$ cat config.mk
export PLATFORM = sky130hd
export DESIGN_NAME = cpu_out_port_buffer
export DESIGN_NICKNAME = d
export VERILOG_FILES = /design/src/rtl/cpu_io_pkg.sv /design/src/rtl/sync_fifo.sv /design/src/rtl/cpu_out_port_buffer.sv
export SDC_FILE = /design/constraint.sdc
export NUM_CORES = 1
export LEC_CHECK = 0
export BUFFER_PORTS_ARGS = -buffer_cell sky130_fd_sc_hd__clkbuf_2
export CAP_MARGIN = 5
export CORE_UTILIZATION = 30
export DETAILED_ROUTE_END_ITERATION = 6
export PLACE_DENSITY_LB_ADDON = 0.1
export SLEW_MARGIN = 20
export SYNTH_ARGS = -nofsm -noshare
export SYNTH_HDL_FRONTEND = slang
export SYNTH_SLANG_ARGS = --single-unit
$ cat constraint.sdc
create_clock -name clk -period 2.85 [get_ports clk]
set_input_delay 0.285 -clock clk [delete_from_list [all_inputs] [get_ports clk]]
set_output_delay 0.285 -clock clk [all_outputs]
set_load 0.05 [all_outputs]
$ cat src/rtl/cpu_io_pkg.sv
// cpu_io_pkg: shared port-select widths, port index constants and the {port,data} record type
package cpu_io_pkg;
  localparam int PORT_SEL_W = 2;
  localparam int NUM_OUT_PORTS = 4;
  localparam int REC_DATA_W = 8;
  localparam logic [PORT_SEL_W-1:0] PORT0 = 2'd0;
  localparam logic [PORT_SEL_W-1:0] PORT1 = 2'd1;
  localparam logic [PORT_SEL_W-1:0] PORT2 = 2'd2;
  localparam logic [PORT_SEL_W-1:0] PORT3 = 2'd3;
  typedef struct packed {
    logic [PORT_SEL_W-1:0] port;
    logic [REC_DATA_W-1:0] data;
  } io_rec_t;
endpackage

$ cat src/rtl/sync_fifo.sv
// sync_fifo: registered-storage FIFO; head shown combinationally, zero when empty
module sync_fifo #(
  parameter int WIDTH = 10,
  parameter int DEPTH = 8
) (
  input  logic                     clk,
  input  logic                     reset,
  input  logic                     push,
  input  logic                     pop,
  input  logic [WIDTH-1:0]         din,
  output logic [WIDTH-1:0]         dout,
  output logic [$clog2(DEPTH):0]   count,
  output logic                     full,
  output logic                     empty
);
  localparam int AW = $clog2(DEPTH);
  logic [WIDTH-1:0] mem [DEPTH];
  logic [AW-1:0] wp, rp;
  logic do_push, do_pop;
  assign full = count == (AW+1)'(DEPTH);
  assign empty = count == '0;
  assign do_pop = pop & ~empty;
  // a pop on the same edge frees the slot the push needs
  assign do_push = push & (~full | do_pop);
  assign dout = empty ? '0 : mem[rp];
  always_ff @(posedge clk) begin
    if (reset) begin
      wp <= '0;
      rp <= '0;
      count <= '0;
    end else begin
      if (do_push) begin
        mem[wp] <= din;
        wp <= wp + 1'b1;
      end
      if (do_pop) rp <= rp + 1'b1;
      count <= count + (AW+1)'(do_push) - (AW+1)'(do_pop);
    end
  end
endmodule

$ cat src/rtl/cpu_out_port_buffer.sv
// cpu_out_port_buffer: four CPU output port registers plus a {port,data} record queue with sticky overflow.
// Define CPU_OUT_CHANGE_ONLY_EN to enqueue only writes that change the port value.
module cpu_out_port_buffer
  import cpu_io_pkg::*;
#(
  parameter int DATA_W = 8,
  parameter int DEPTH = 8
) (
  input  logic                    clk,
  input  logic                    reset,
  input  logic                    wr_en,
  input  logic [PORT_SEL_W-1:0]   wr_port,
  input  logic [DATA_W-1:0]       wr_data,
  output logic [DATA_W-1:0]       out_p0,
  output logic [DATA_W-1:0]       out_p1,
  output logic [DATA_W-1:0]       out_p2,
  output logic [DATA_W-1:0]       out_p3,
  output logic                    rd_valid,
  output logic [PORT_SEL_W-1:0]   rd_port,
  output logic [DATA_W-1:0]       rd_data,
  input  logic                    rd_ready,
  output logic                    fifo_full,
  output logic [$clog2(DEPTH):0]  fifo_count,
  output logic                    ovf,
  input  logic                    ovf_clr
);
  logic [DATA_W-1:0] p [NUM_OUT_PORTS];
  logic [PORT_SEL_W+DATA_W-1:0] head;
  logic want, pop, empty;
`ifdef CPU_OUT_CHANGE_ONLY_EN
  assign want = wr_en & (wr_data != p[wr_port]);
`else
  assign want = wr_en;
`endif
  assign pop = rd_valid & rd_ready;
  assign rd_valid = ~empty;
  assign {rd_port, rd_data} = head;
  assign out_p0 = p[PORT0];
  assign out_p1 = p[PORT1];
  assign out_p2 = p[PORT2];
  assign out_p3 = p[PORT3];
  always_ff @(posedge clk) begin
    if (reset) begin
      for (int i = 0; i < NUM_OUT_PORTS; i++) p[i] <= '0;
      ovf <= 1'b0;
    end else begin
      if (wr_en) p[wr_port] <= wr_data;
      if (want & fifo_full & ~pop) ovf <= 1'b1;
      else if (ovf_clr) ovf <= 1'b0;
    end
  end
  sync_fifo #(.WIDTH(PORT_SEL_W + DATA_W), .DEPTH(DEPTH)) u_fifo (
    .clk   (clk),
    .reset (reset),
    .push  (want),
    .pop   (pop),
    .din   ({wr_port, wr_data}),
    .dout  (head),
    .count (fifo_count),
    .full  (fifo_full),
    .empty (empty)
  );
endmodule
==> flow_metrics.tcl, run 1 <==
set metrics [dict create \
    status "finished, final reports clean" \
    io_pins 64 \
    r2r_slack_ns 0.51 \
    synthArstFlopShare_pct 0 \
    cts_hold_repair.buffers 0 \
    min_path_cells 4 \
    synth-edff-count 112 \
    finalClockSkew_ns 0.00536 \
    syn2layout_area_growth_pct 23.7 \
    h-tree-depth 4 \
    slowest_delay_ns 0.31 \
    max-cap-violations 0 \
    post-place-cells 566 \
    holdPathEnd "ovf" \
    worstPathRequired_ns 2.57 \
    end_kind "primary output" \
    crit_buf_inv 4 \
    syn_nets 308 \
    final_cell_mix "112 x edfxtp_1, 63 x clkbuf_2, 33 x and2_1" \
    final_common_cell "edfxtp_1" \
    grt_overflow 0 \
    vias 2699 \
    worstReg2RegEnd "u_fifo.count[3]" \
    ys_seq_area_share_pct 72.6 \
    setup_viol_count_final 0 \
    r2r_cells 10 \
    synth-seq-cells 126 \
    final_net_count 393 \
    fin_crit_ns 2.52 \
    r2r_start "u_fifo.count[2]" \
    path_cells "inv_1 -> ha_1 -> nor3b_4 -> inv_2 -> and2_1 -> buf_4 -> a22o_1 -> clkbuf_2" \
    final_antenna_net_count 0 \
    dr_wl_met2_mm 4.88 \
    vias_per_cell 4.51 \
    globalRouteTotalUtil_pct 13.5 \
    drt_iter0_markers 120 \
    cts_buffers 17 \
    ys_warn_count 0 \
    m1WireLength_mm 4.88 \
    place_hpwl_mm 6.78 \
    firstDrtPassIters 4 \
    max_freq_mhz 397 \
    top_layer "met4" \
    fin_tns_setup_ns 0 \
    fin_crit_sh_pct 88.4 \
    slowest_stage "dfxtp_1" \
    rsz0062_at_grt "false" \
    clockBufferDepth 2 \
    grt_first_pass_wirelength_mm 16.9 \
    leakagePower_uw 0.00226 \
    wl_per_cell_um 17.6 \
    cts_tree "yes" \
    syn_inst 284 \
    final_cells 599 \
    drive_gt1_share_pct 35.6 \
    syn-cell-area_mm2 0.00502 \
    start_util_pct 31.2 \
    tightest_slew_ns 0.452 \
    portBuffers 63 \
    wl_met3_um 622 \
    antenna_found_initial 0 \
    die_w_um 131 \
    startpoint_type "flop" \
    place_congestion 0.711 \
    grt_pass1_vias 2923 \
    finalHoldViolations 0 \
    dieArea_mm2 0.0173 \
    slew_violations 0 \
    min_path_type "input pin to flop" \
    cts-resized-gates 0 \
    ir_drop_uv 450 \
    drc 0 \
    insertion_delay_ns 0.41 \
    fp-row-count 46 \
    grt_max_degree 23 \
    path_max_fanout 10 \
    postCtsSetupBuffers 0 \
    yosys_most_used_dff "edfxtp_1" \
    cts.sinks 126 \
    totalWireLength_mm 10.5 \
    netlist-cell-type-count 40 \
    cts-root-buf "clkbuf_16" \
    die_y_um 131 \
    crit_type "flop to primary output" \
    hp-start "ovf_clr" \
    cpLargestDelayFamily "buffers and inverters" \
    avgSynthCellArea_um2 17.7 \
    startpoint "u_fifo.count[2]" \
    coreArea_mm2 0.0161 \
    p_per_area_mw_per_mm2 916 \
    slew_headroom_pct 69.8 \
    arrival_ns 2.24 \
    path_clk_slew_ns 0.05 \
]
==> worst reg2reg max path: stages (launching register included) <==
cell and delay [ns]:
dfxtp_1 0.33, inv_1 0.07, ha_1 0.22, nor3b_4 0.18, nor2_1 0.19, ha_1 0.25, inv_1 0.06, ha_1 0.27
a21o_1 0.18, a21oi_1 0.15, mux2_2 0.34
==> cell type report <==
type                       count  area [um2]
antenna                        1        2.50
clock buffer                  20         437
clock inverter                12         121
fill                        1551        9900
inverter                      15        56.3
multi-input combinational    133        1270
sequential                   126        3640
tap                          216         270
timing repair buffer          76         413
==> per-stage QoR <==
step | setup slack (ns) | area (um2) | utilization, % | hold slack (ns) | power [uW]
after floorplan | 0.0588 | 5020 | - | 0.384 | 3360
after global placement | 0.533 | 5650 | 35.1 | 0.487 | 3730
after detailed placement | 0.486 | 5650 | 35.1 | 0.477 | 3730
after CTS | 0.269 | 6210 | 38.5 | 0.129 | 5780
after global routing | 0.154 | 6210 | 38.5 | 0.192 | 5950
final | 0.330 | 6210 | 38.6 | 0.158 | 5690
==> how the worst max path moves through the flow <==
stage                        to  slack [ns]  cells after the start
3_5_place_dp    u_fifo.count[3]        0.49                     10
6_report             rd_data[1]        0.33                      8
3_3_place_gp    u_fifo.count[3]        0.53                     10
4_1_cts              rd_data[3]        0.27                      8
5_1_grt              rd_data[1]        0.15                      8
2_1_floorplan  u_fifo.mem[1][0]        0.06                      6
==> cell usage after synthesis, types with 2 or more instances <==
cell type,instances,area (um2)
nand2_1,3,11.3
or2_2,2,12.5
nor2b_1,3,18.8
o21ai_0,3,15.0
inv_1,13,48.8
nor2_1,13,48.8
clkbuf_1,6,22.5
nand2b_1,5,31.3
a21oi_1,6,30.0
nor3_1,2,10.0
ha_1,8,100
and3b_1,2,17.5
buf_2,2,10.0
edfxtp_1,112,3360
nor3b_4,2,37.5
a211o_1,2,17.5
a31o_2,3,26.3
and2_1,33,206
dfxtp_1,14,280
inv_2,2,7.51
a22o_1,10,87.6
mux4_2,20,450
==> per-layer routing <==
| metal | up-vias | track usage [%] |
|---|---|---|
| met4 | 0 | 6.40 |
| met1 | 1355 | 16.9 |
| met2 | 68 | 20.6 |
| li1 | 1262 | - |
| met5 | - | 0 |
| met3 | 14 | 5.17 |
==> sequential cells by signal, summed over array words and instances (netlist names), named ones only <==
name	cells
u_fifo.rp	3
ovf	1
u_fifo.count	4
p	32
u_fifo.wp	3
u_fifo.mem	80
==> logic make-up after synthesis <==
group / Yosys count / synth area share (%)
compound gates: 30 / 4.54
xor+xnor: 1 / 0.174
fa+ha+maj: 9 / 2.39
buf+inv: 25 / 2.14
flops: 126 / 72.6
mux: 22 / 9.39
simple gates: 71 / 8.80
==> power breakdown <==
group	internal (uW)	total, uW	switching, uW
clock network	1270	2030	753
logic	469	1480	1010
registers	2130	2190	58.4
total	3870	5690	1820
(Power assumes the default switching activity.)
==> run 2: changes to the inputs <==
- SKIP_LAST_GASP: unset -> 1
- SYNTH_HIERARCHICAL: unset -> 1
==> run 2 against run 1 <==
Against the previous run:
- maximum frequency down 5.3%
- non-clock buffer count rose by 2
- synthesized area is 0.32% higher
- utilization shrank 0.44 points
- highest routed layer unchanged
- hold slack improved by 0.030 ns
- die area is 0.32% higher
- cell count did not move
- largest power group unchanged
- synthesized cell count fell by 1.4%
==> flow_metrics.tcl, run 2 <==
set metrics [dict create \
    status "finished, final reports clean" \
    final_net_count 392 \
    syn2layout_area_growth_pct 24.6 \
    cpLargestDelayFamily "simple AND/OR/NAND/NOR gates" \
    yosys_most_used_dff "edfxtp_1" \
    slew_headroom_pct 52.0 \
    io_pins 64 \
    fin_crit_ns 2.66 \
    r2r_slack_ns 0.19 \
    crit_buf_inv 3 \
    crit_end "u_fifo/count[3]" \
    die_y_um 132 \
    coreArea_mm2 0.0165 \
    diodes 0 \
    hold_ws_ns 0.188 \
    clkPwrFrac_pct 32.5 \
    insertion_delay_ns 0.41 \
    p_sw_uw 1950 \
    regArea_mm2 0.00365 \
    min_path_type "input pin to flop" \
    reg.largest.list "u_fifo/mem: 80 flops, p: 32 flops, u_fifo/count: 4 flops" \
    startpoint "u_fifo/count[2]" \
    slew_violations 0 \
    crit_type "flop to flop" \
    syn_nets 303 \
    netlist.area_leader.share_pct 66.8 \
    grt_pass1_vias 2911 \
    final_antenna_net_count 0 \
    synthArstFlopShare_pct 0 \
    netlist-cell-type-count 42 \
    drt_iter0_markers 165 \
    drc 0 \
    path_max_fanout 5 \
    synth.largest_area_cell "edfxtp_1" \
    globalRouteTotalUtil_pct 13.4 \
    fin_tns_setup_ns 0 \
    arrival_ns 2.95 \
    max-cap-violations 0 \
    fin_crit_sh_pct 93.4 \
    syn-cell-area_mm2 0.00504 \
    synth.most_common_cell "edfxtp_1" \
    final_cell_mix "112 x edfxtp_1, 63 x clkbuf_2, 33 x and2_1" \
    ys_seq_area_share_pct 72.3 \
    p_seq_share_pct 38.2 \
    final_common_cell "edfxtp_1" \
    final_cells 599 \
    p_comb_share_pct 29.4 \
    end_kind "flop" \
    path_cells "inv_1 -> ha_1 -> or3b_1 -> inv_1 -> nor2b_2 -> inv_1 -> or3_1 -> ha_1 -> a21o_1 -> a21oi_1 -> mux2_2" \
    finalClockSkew_ns 0.00928 \
    p_per_area_mw_per_mm2 925 \
    worstReg2RegEnd "u_fifo/count[3]" \
    ys_warn_count 6 \
    place_congestion 0.727 \
    r2r_cells 11 \
    synth-edff-count 112 \
    slowest_delay_ns 0.42 \
    slowest_stage "or3_1" \
    r2r_start "u_fifo/count[2]" \
    tightest_slew_ns 0.715 \
    cts.sinks 126 \
    die_w_um 132 \
    finalHoldViolations 0 \
    dieArea_mm2 0.0173 \
    fp-row-count 47 \
    synth-seq-cells 126 \
    leakagePower_uw 0.00227 \
    vias_per_cell 4.46 \
    setup_viol_count_final 0 \
    final_util_pct 38.1 \
    grt_first_pass_wirelength_mm 17.0 \
    cts_hold_repair.buffers 0 \
    firstDrtPassIters 4 \
    regMostFlops "u_fifo/mem" \
    grt_max_degree 21 \
    drive_gt1_share_pct 37.7 \
    grt_overflow 0 \
    largest_reg_flops 80 \
    multi_input_area_mm2 0.00138 \
    path_clk_slew_ns 0.05 \
    design_area_mm2 0.00628 \
    startpoint_type "flop" \
    avgSynthCellArea_um2 18.0 \
    cts_buffers 17 \
    antenna_found_initial 0 \
    yosys-top-cells-area "edfxtp_1 67%, mux4_2 8.9%, dfxtp_1 5.6%, and2_1 4.1%, a22o_1 1.7%" \
    totalWireLength_mm 10.6 \
    post-place-cells 570 \
    rsz0062_at_grt "false" \
    fill_cells 1594 \
    path_depth 11 \
    worstPathRequired_ns 3.14 \
    placed_area_mm2 0.00576 \
    p_int_uw 3850 \
    cts-root-buf "clkbuf_16" \
    p_sw_share_pct 33.6 \
    start_util_pct 30.6 \
    place_hpwl_mm 7.07 \
    clockBufferDepth 2 \
    cts_tree "yes" \
    ir_drop_uv 376 \
    max_freq_mhz 376 \
    wl_per_cell_um 17.7 \
    syn_inst 280 \
    vias 2671 \
    h-tree-depth 4 \
    path_common_cell "inv_1" \
    portBuffers 63 \
    synth_commonest_cells "112 x edfxtp_1, 33 x and2_1, 20 x mux4_2, 14 x dfxtp_1, 11 x inv_1" \
]
## run 2: power by group through the flow
| stage | registers [uW] | clock network (uW) | logic [uW] |
|---|---|---|---|
| finish | 2220 | 1880 | 1700 |
| global route | 2230 | 2010 | 1840 |
| CTS | 2220 | 1920 | 1730 |
| detailed placement | 2260 | 0 | 1720 |
| global placement | 2250 | 0 | 1720 |
| floorplan | 2450 | 0 | 1080 |
## run 2: per-layer routing
metal,vias up,global-route usage (%),part of all wire [%]
met3,10,4.86,5.3
met1,1328,17.2,46
met2,59,20.5,47
met4,0,5.04,1.4
met5,-,0,0
li1,1274,-,-
## run 2: tightest hold or removal path, delay by kind of cell
family	cells	cell delay [ns]
simple gates	1	0.12
buf+inv	1	0.08
compound gates	1	0.06
## run 2: kinds of logic after synthesis
kind of cell,Yosys count,synth area share (%)
XOR/XNOR,1,0.174
AND/OR/NAND/NOR,75,9.69
AO/OA/AOI/OAI,27,4.15
adder cells (fa/ha/maj),8,2.14
flip-flops,126,72.3
buffers and inverters,19,1.64
multiplexers,24,9.89
## run 2: worst min path at each step
stage	from	to	slack, ns	cells past startpoint
after floorplan	reset	ovf	0.36	1
after global placement	u_fifo/rp[1]	u_fifo/rp[1]	0.50	2
after detailed placement	u_fifo/rp[1]	u_fifo/rp[1]	0.51	2
after CTS	ovf_clr	ovf	0.17	3
after global routing	ovf_clr	ovf	0.18	3
final	ovf_clr	ovf	0.19	3
## run 2: layout make-up
class | instances | share of cell area (%)
Tap cell | 220 | 4.39
Sequential cell | 126 | 58.1
Clock inverter | 11 | 1.26
Timing Repair Buffer | 78 | 6.82
Inverter | 11 | 0.658
Clock buffer | 18 | 6.84
Multi-Input combinational cell | 135 | 21.9
## run 2: per-stage QoR
step / worst slack [ns] / total power (uW)
after global placement: 0.172 / 3970
after detailed placement: 0.0771 / 3970
after global routing: 0.000454 / 6080
after floorplan: -0.0491 / 3530
after CTS: 0.0700 / 5870
final: 0.187 / 5800
## run 2: timing repair
action / CTS / global route
buffers inserted: 0 / 0
gates resized for setup: 1 / 3
setup endpoints to repair: 10 / 52
hold endpoints to repair: 0 / 0
